### config.mk
export PLATFORM = sky130hd
export DESIGN_NAME = majority_streak_tracker
export DESIGN_NICKNAME = d
export VERILOG_FILES = /design/src/rtl/majority_streak_tracker.sv
export SDC_FILE = /design/constraint.sdc
export NUM_CORES = 1
export LEC_CHECK = 0
export ABC_AREA = 0
export BUFFER_PORTS_ARGS = -buffer_cell sky130_fd_sc_hd__buf_2
export CORE_UTILIZATION = 46
export CTS_CLUSTER_DIAMETER = 80
export DETAILED_ROUTE_END_ITERATION = 10
export PLACE_DENSITY = 0.75
export SYNTH_ARGS = -nofsm -noshare
export SYNTH_HDL_FRONTEND = slang
export SYNTH_SLANG_ARGS = --single-unit
### constraint.sdc
create_clock -name clk -period 1.8 [get_ports clk]
set_input_delay 0.09 -clock clk [delete_from_list [all_inputs] [get_ports clk]]
set_output_delay 0.09 -clock clk [all_outputs]
set_load 0.1 [all_outputs]
### src/rtl/majority_streak_tracker.sv
// Majority streak tracker: counts 0->1 transitions of an upstream 2-of-3
// vote, tracks the current run of 1 votes and raises a sticky alarm when the
// run reaches a programmable threshold. All outputs are registered.
module majority_streak_tracker #(
  parameter int CNT_W = 8,
  parameter int STK_W = 4
) (
  input  logic             clk,
  input  logic             rst_n,
  input  logic             in_val,
  input  logic             in_vote,
  input  logic             clear,
  input  logic [STK_W-1:0] thresh,
  output logic             out_val,
  output logic [CNT_W-1:0] events,
  output logic [STK_W-1:0] streak,
  output logic             alarm,
  output logic [1:0]       state
);

  typedef enum logic [1:0] {
    IDLE = 2'b00,
    LOW  = 2'b01,
    HIGH = 2'b10
  } state_t;

  localparam logic [CNT_W-1:0] EV_MAX  = '1;
  localparam logic [STK_W-1:0] STK_MAX = '1;

  state_t           state_q, state_d;
  logic [CNT_W-1:0] events_q, events_d;
  logic [STK_W-1:0] streak_q, streak_d;
  logic             alarm_q, alarm_d;
  logic             out_val_q, out_val_d;

  // State and output registers; reset forces everything to the idle picture.
  always_ff @(posedge clk or negedge rst_n) begin
    if (!rst_n) begin
      state_q   <= IDLE;
      events_q  <= '0;
      streak_q  <= '0;
      alarm_q   <= 1'b0;
      out_val_q <= 1'b0;
    end else begin
      state_q   <= state_d;
      events_q  <= events_d;
      streak_q  <= streak_d;
      alarm_q   <= alarm_d;
      out_val_q <= out_val_d;
    end
  end

  // Next-state: an accepted sample moves to HIGH/LOW from any legal state;
  // the unused encoding always falls back to IDLE, even if a sample arrives.
  always_comb begin
    state_d = state_q;
    if (clear) begin
      state_d = IDLE;
    end else begin
      case (state_q)
        IDLE, LOW, HIGH: if (in_val) state_d = in_vote ? HIGH : LOW;
        default:         state_d = IDLE;
      endcase
    end
  end

  // Counters and alarm: only accepted samples change them; clear wins.
  always_comb begin
    events_d  = events_q;
    streak_d  = streak_q;
    alarm_d   = alarm_q;
    out_val_d = 1'b0;
    if (clear) begin
      events_d = '0;
      streak_d = '0;
      alarm_d  = 1'b0;
    end else if (in_val) begin
      out_val_d = 1'b1;
      if (in_vote) begin
        // A rising vote is any 1 not preceded by a 1 (IDLE counts as 0).
        if (state_q != HIGH && events_q != EV_MAX)
          events_d = events_q + 1'b1;
        if (streak_q != STK_MAX)
          streak_d = streak_q + 1'b1;
      end else begin
        streak_d = '0;
      end
      // Compare the updated streak against this cycle's threshold.
      if (thresh != '0 && streak_d >= thresh)
        alarm_d = 1'b1;
    end
  end

  assign out_val = out_val_q;
  assign events  = events_q;
  assign streak  = streak_q;
  assign alarm   = alarm_q;
  assign state   = state_q;

endmodule

==> flow_metrics.tcl, run 1 <==
set metrics [dict create \
    required_ns 1.97 \
    antennaDiodeCount 0 \
    pre_cts_ws_ns -0.0994 \
    layout_common_cells "buf_2, dfrtp_2, inv_1, a21oi_1" \
    highest_layer "met4" \
    tritoncts "done" \
    wl_met3_um 57 \
    core-area_mm2 0.00198 \
    wl_met2_um 1080 \
    period_minus_slack_ns 1.86 \
    ys_top_cells_by_area "dfrtp_1, ha_1, a21oi_1" \
    start_util_pct 49.3 \
    start_kind "flip-flop" \
    fin_ws_ns -0.0564 \
    layout.nets 147 \
    grt_max_degree 17 \
    die_width_um 48.1 \
    maxSlewViolCount 0 \
    synth_cell_types 33 \
    path_cells "ha_4 -> nand3_2 -> xor2_1 -> nand2_1 -> ha_1 -> nand2b_4 -> a21o_1 -> a21oi_2 -> o21ai_1" \
    clk_pin_slew_worst_paths_ns 0.09 \
    yosysWarnings 0 \
    fin_util_pct 62.9 \
    n_fill_cell 166 \
    max_freq_mhz 539 \
    multi_input_comb_area_um2 563 \
    drc_errors 0 \
    synth_top_area_share_pct 41.0 \
    row_count 16 \
    globalRouteOverflowTotal 0 \
    violations "setup timing" \
    period_share_pct 103 \
    crit_path_max_fanout 2 \
    grt_pass1_wl_um 3220 \
    rsz0062_at_grt "yes" \
    reg2reg_depth 9 \
    clockBufferDepth 2 \
    root_buffer "clkbuf_4" \
    hpwl_um 1590 \
    dieArea_mm2 0.00231 \
    holdPathEnd "state[1]$_DFFE_PN0P_" \
    fp.dieH_um 48.1 \
    synth_area_um2 977 \
    num_vias 880 \
    grtUsageTotal_pct 20.7 \
    hp-start "in_vote" \
    ys_ff_latch 16 \
    io_buffers 24 \
    io_pins 25 \
    worstHoldPathType "input port to flip-flop" \
    setup_viol 1 \
    cp_slowest_cell "dfrtp_4" \
    drtAntennaViolNets 0 \
    gp_congestion 0.733 \
    wl_um 2060 \
    post_cts_buffers 0 \
    p_per_area_mw_per_mm2 621 \
    avgSynthCellArea_um2 9.49 \
    met1_length_um 909 \
    cts_sinks 16 \
    slew_headroom_pct 60.7 \
    area_growth_pct 27.5 \
    r2r-start "streak[0]$_DFFE_PN0P_" \
    worst-r2r-setup-slack_ns -0.06 \
    startpoint "streak[0]$_DFFE_PN0P_" \
    whs_path_depth 3 \
    arrival_ns 2.03 \
    drtPass1Iterations 4 \
    via_per_inst 5.57 \
    ir_drop_mv 0.447 \
    status "finished with violations" \
    critPathMaxStageDelay_ns 0.50 \
    drive_gt1_share_pct 41.2 \
    hold_viol_final 0 \
    synthCells 103 \
    final_common_cell "buf_2" \
    tightest_slew_ns 0.587 \
    critPathKind "flip-flop to flip-flop" \
    syn-num-nets 118 \
    skew_ns 0.00183 \
    first_iter_violations 7 \
    power_uw 774 \
    clkLatencyLatePin_ns 0.28 \
    synth_area_leader_cell "dfrtp_1" \
    drv_cap 0 \
    r2r_end "alarm$_DFFE_PN0P_" \
    htree_levels 1 \
    antenna_found_initial 0 \
    worstSetupEndpointType "flip-flop" \
    p_leak_uw 0.000560 \
    wl_per_cell_um 13.0 \
    grt_pass1_vias 754 \
    cts-buffers-inserted 3 \
    yosysSeqAreaShare_pct 41.0 \
    regArea_um2 430 \
]
synthesized netlist by cell type, drive strengths merged:
cell	count
a2111oi	1
a211oi	3
a21o	2
a21oi	9
a221oi	1
a31oi	2
and3	1
and4b	1
buf	2
clkbuf	2
dfrtp	16
ha	6
inv	8
mux2i	3
nand2	6
nand2b	4
nand3	6
nor2	5
nor2b	2
nor3	1
nor4	1
o21ai	5
o22ai	1
o31ai	4
o32ai	1
o41ai	1
or2b	1
or3	1
or3b	1
or4	5
xor2	1
layer usage:
layer / vias to the layer above / track usage, %
met5: - / 0
met4: 0 / 8.33
met3: 2 / 4.44
met2: 16 / 37.8
met1: 425 / 23.3
li1: 437 / -
flip-flops by register name, summed over array words and instances, names as in the netlist:
register and cells:
streak 4, state 2, alarm 1, out_val 1
events 8
area by class of cell:
type,instances,area share [%]
Multi-Input combinational cell,75,45.2
Sequential cell,16,34.5
Timing Repair Buffer,28,12.2
Clock buffer,4,2.91
Tap cell,27,2.71
Inverter,8,2.41
cell families (layout without fill, tap and decap cells):
family | count (synthesis) | after routing | synth area share [%]
simple gates | 35 | 35 | 20.9
compound gates | 30 | 30 | 20.4
flops | 16 | 16 | 41.0
buf+inv | 12 | 40 | 6.15
fa+ha+maj | 6 | 6 | 7.68
mux | 3 | 3 | 3.07
xor+xnor | 1 | 1 | 0.896
how the worst max path moves through the flow:
stage	endpoint	cells after the start
CTS	alarm$_DFFE_PN0P_	9
floorplan	alarm$_DFFE_PN0P_	9
global placement	alarm$_DFFE_PN0P_	9
global route	alarm$_DFFE_PN0P_	9
finish	alarm$_DFFE_PN0P_	9
detailed placement	alarm$_DFFE_PN0P_	9
metrics by stage:
step	instances	instance area (µm²)	hold slack (ns)	setup TNS, ns
5_1_grt	158	1250	0.119	-0.156
3_5_place_dp	153	1180	0.0256	-0.381
6_report	158	1250	0.125	-0.0564
3_3_place_gp	153	1180	0.0189	-0.0179
4_1_cts	158	1240	0.116	-0.0882
2_1_floorplan	103	1040	-0.206	-0.186
worst max-delay path: cells and delay by family (launching register included):
| kind | cells | cell delay, ns |
|---|---|---|
| AO/OA/AOI/OAI | 3 | 0.34 |
| XOR/XNOR | 1 | 0.14 |
| adder cells (fa/ha/maj) | 2 | 0.45 |
| flip-flops | 1 | 0.50 |
| AND/OR/NAND/NOR | 3 | 0.33 |
report_power, final:
| group | switching (µW) | internal, µW | total, µW |
|---|---|---|---|
| clock network | 108 | 123 | 231 |
| logic | 118 | 43.3 | 161 |
| registers | 10.8 | 372 | 382 |
repair_timing:
action	in CTS	in global routing
hold buffers	1	0
pin swaps	0	0
setup endpoints to repair	7	1
gates resized for setup	2	1
hold endpoints to repair	16	0
Power figures use the tool's default switching activity.
==> run 2, diff against run 1 <==
--- a/config.mk
+++ b/config.mk
@@ -11,6 +11,7 @@
 export CTS_CLUSTER_DIAMETER = 80
 export DETAILED_ROUTE_END_ITERATION = 10
 export PLACE_DENSITY = 0.75
+export SKIP_CTS_REPAIR_TIMING = 1
 export SYNTH_ARGS = -nofsm -noshare
 export SYNTH_HDL_FRONTEND = slang
 export SYNTH_SLANG_ARGS = --single-unit
==> run 2 against run 1 <==
  * The run still ends with setup timing left
  * Worst hold slack barely moved
  * Largest power group unchanged
  * Register-to-register slack barely moved
  * Critical path type unchanged
  * Largest cell class unchanged
  * Sequential share of layout area barely moved
  * Critical endpoint unchanged
==> flow_metrics.tcl, run 2 (same netlist as run 1, synthesis figures left out) <==
set metrics [dict create \
    clkLatencyLatePin_ns 0.28 \
    grt_pass1_vias 743 \
    worstHoldPathType "input port to flip-flop" \
    power_switching_share_pct 30.5 \
    critPathKind "flip-flop to flip-flop" \
    layout.nets 147 \
    drv_cap 0 \
    p_leak_uw 0.000560 \
    worst-r2r-setup-slack_ns -0.06 \
    largest_register_ffs 8 \
    cts-buffers-inserted 3 \
    row_count 16 \
    seq_power_share_pct 49.4 \
    final_common_cell "buf_2" \
    whs_path_depth 3 \
    area_growth_pct 27.7 \
    slew_headroom_pct 60.6 \
    clk_pin_slew_worst_paths_ns 0.09 \
    comb_power_share_pct 20.8 \
    root_buffer "clkbuf_4" \
    layout_common_cells "buf_2, dfrtp_2, inv_1, a21oi_1" \
    max_freq_mhz 539 \
    drive_gt1_share_pct 41.2 \
    period_minus_slack_ns 1.86 \
    wl_per_cell_um 13.0 \
    reg2reg_depth 9 \
    clockBufferDepth 2 \
    htree_levels 1 \
    drc_errors 0 \
    grt_max_degree 17 \
    skew_ns 0.00174 \
    gp_congestion 0.733 \
    pre_cts_ws_ns -0.0994 \
    met1_usage_pct 22.8 \
    p_per_area_mw_per_mm2 621 \
    antenna_found_initial 0 \
    first_iter_violations 7 \
    p_int_uw 538 \
    top_usage_layer "met2" \
    dieArea_mm2 0.00231 \
    rsz0062_at_grt "yes" \
    start_util_pct 49.3 \
    fin_ws_ns -0.0563 \
    tritoncts "done" \
    antennaDiodeCount 0 \
    io_pins 25 \
    io_buffers 24 \
    hpwl_um 1590 \
    cts_sinks 16 \
    clkPwrFrac_pct 29.8 \
    maxSlewViolCount 0 \
    core-area_mm2 0.00198 \
    n_fill_cell 165 \
    drtAntennaViolNets 0 \
    crit_path_max_fanout 2 \
    use_met2_pct 37.8 \
    arrival_ns 2.03 \
    period_share_pct 103 \
    netSwitchingPower_uw 236 \
    drtPass1Iterations 4 \
    fp.dieH_um 48.1 \
    required_ns 1.97 \
    worstSetupEndpointType "flip-flop" \
    ir_drop_mv 0.447 \
    use_met3_pct 4.44 \
    start_kind "flip-flop" \
    hold_viol_final 0 \
    grt_pass1_wl_um 3180 \
    via_per_inst 5.58 \
    fin_tns_setup_ns -0.0563 \
    violations "setup timing" \
    setup_viol 1 \
    die_width_um 48.1 \
    status "finished with violations" \
    globalRouteOverflowTotal 0 \
    grtUsageTotal_pct 20.5 \
    wl_um 2050 \
    num_vias 881 \
    tightest_slew_ns 0.587 \
]
[run 2: cell count changes in the layout (fill, tap and decap cells not counted)]
cell,delta
a2111oi_1,+1
a2111oi_0,-1
[run 2: per-stage QoR]
| step | instances | total power, µW | area (µm²) | util (%) | hold WS, ns |
|---|---|---|---|---|---|
| floorplan | 103 | 507 | 1040 | - | -0.206 |
| global placement | 153 | 541 | 1180 | 59.7 | 0.0189 |
| detailed placement | 153 | 545 | 1180 | 59.7 | 0.0256 |
| CTS | 157 | 778 | 1220 | 61.6 | -0.288 |
| global route | 158 | 819 | 1250 | 62.9 | 0.121 |
| finish | 158 | 774 | 1250 | 62.9 | 0.125 |
[run 2: power groups by stage]
stage	registers [µW]	clock network, µW	logic [µW]
3_3_place_gp	389	0	152
3_5_place_dp	390	0	155
6_report	382	231	161
2_1_floorplan	457	0	49.8
5_1_grt	384	261	174
4_1_cts	383	239	156
[run 2: area by class of cell]
cell class                 count  area (µm²)  area share, %
sequential                    16         430           34.5
tap                           27        33.8           2.71
multi-input combinational     75         564           45.2
inverter                       8        30.0           2.41
timing repair buffer          28         153           12.2
clock buffer                   4        36.3           2.91
[run 2: metal layers]
metal / wire length, µm / vias up
met5: 0 / -
met4: 11 / 0
met3: 57 / 2
met2: 1080 / 16
met1: 903 / 426
li1: - / 437
[run 2: worst paths after layout]
| path | start | endpoint |
|---|---|---|
| setup / recovery | streak[0]$_DFFE_PN0P_ | alarm$_DFFE_PN0P_ |
| hold / removal | in_vote | state[1]$_DFFE_PN0P_ |
| setup reg to reg | streak[0]$_DFFE_PN0P_ | alarm$_DFFE_PN0P_ |
| hold reg to reg | state[1]$_DFFE_PN0P_ | state[0]$_DFFE_PN0P_ |
| max in group asynchronous | rst_n | streak[1]$_DFFE_PN0P_ |
| min in group asynchronous | rst_n | events[7]$_DFFE_PN0P_ |
[run 2: worst max-delay path: stages (launching register included)]
cell and delay [ns]:
dfrtp_4 0.50, ha_4 0.17, nand3_2 0.09, xor2_1 0.14, nand2_1 0.10, ha_1 0.28, nand2b_4 0.14, a21o_1 0.16
a21oi_2 0.12, o21ai_1 0.06
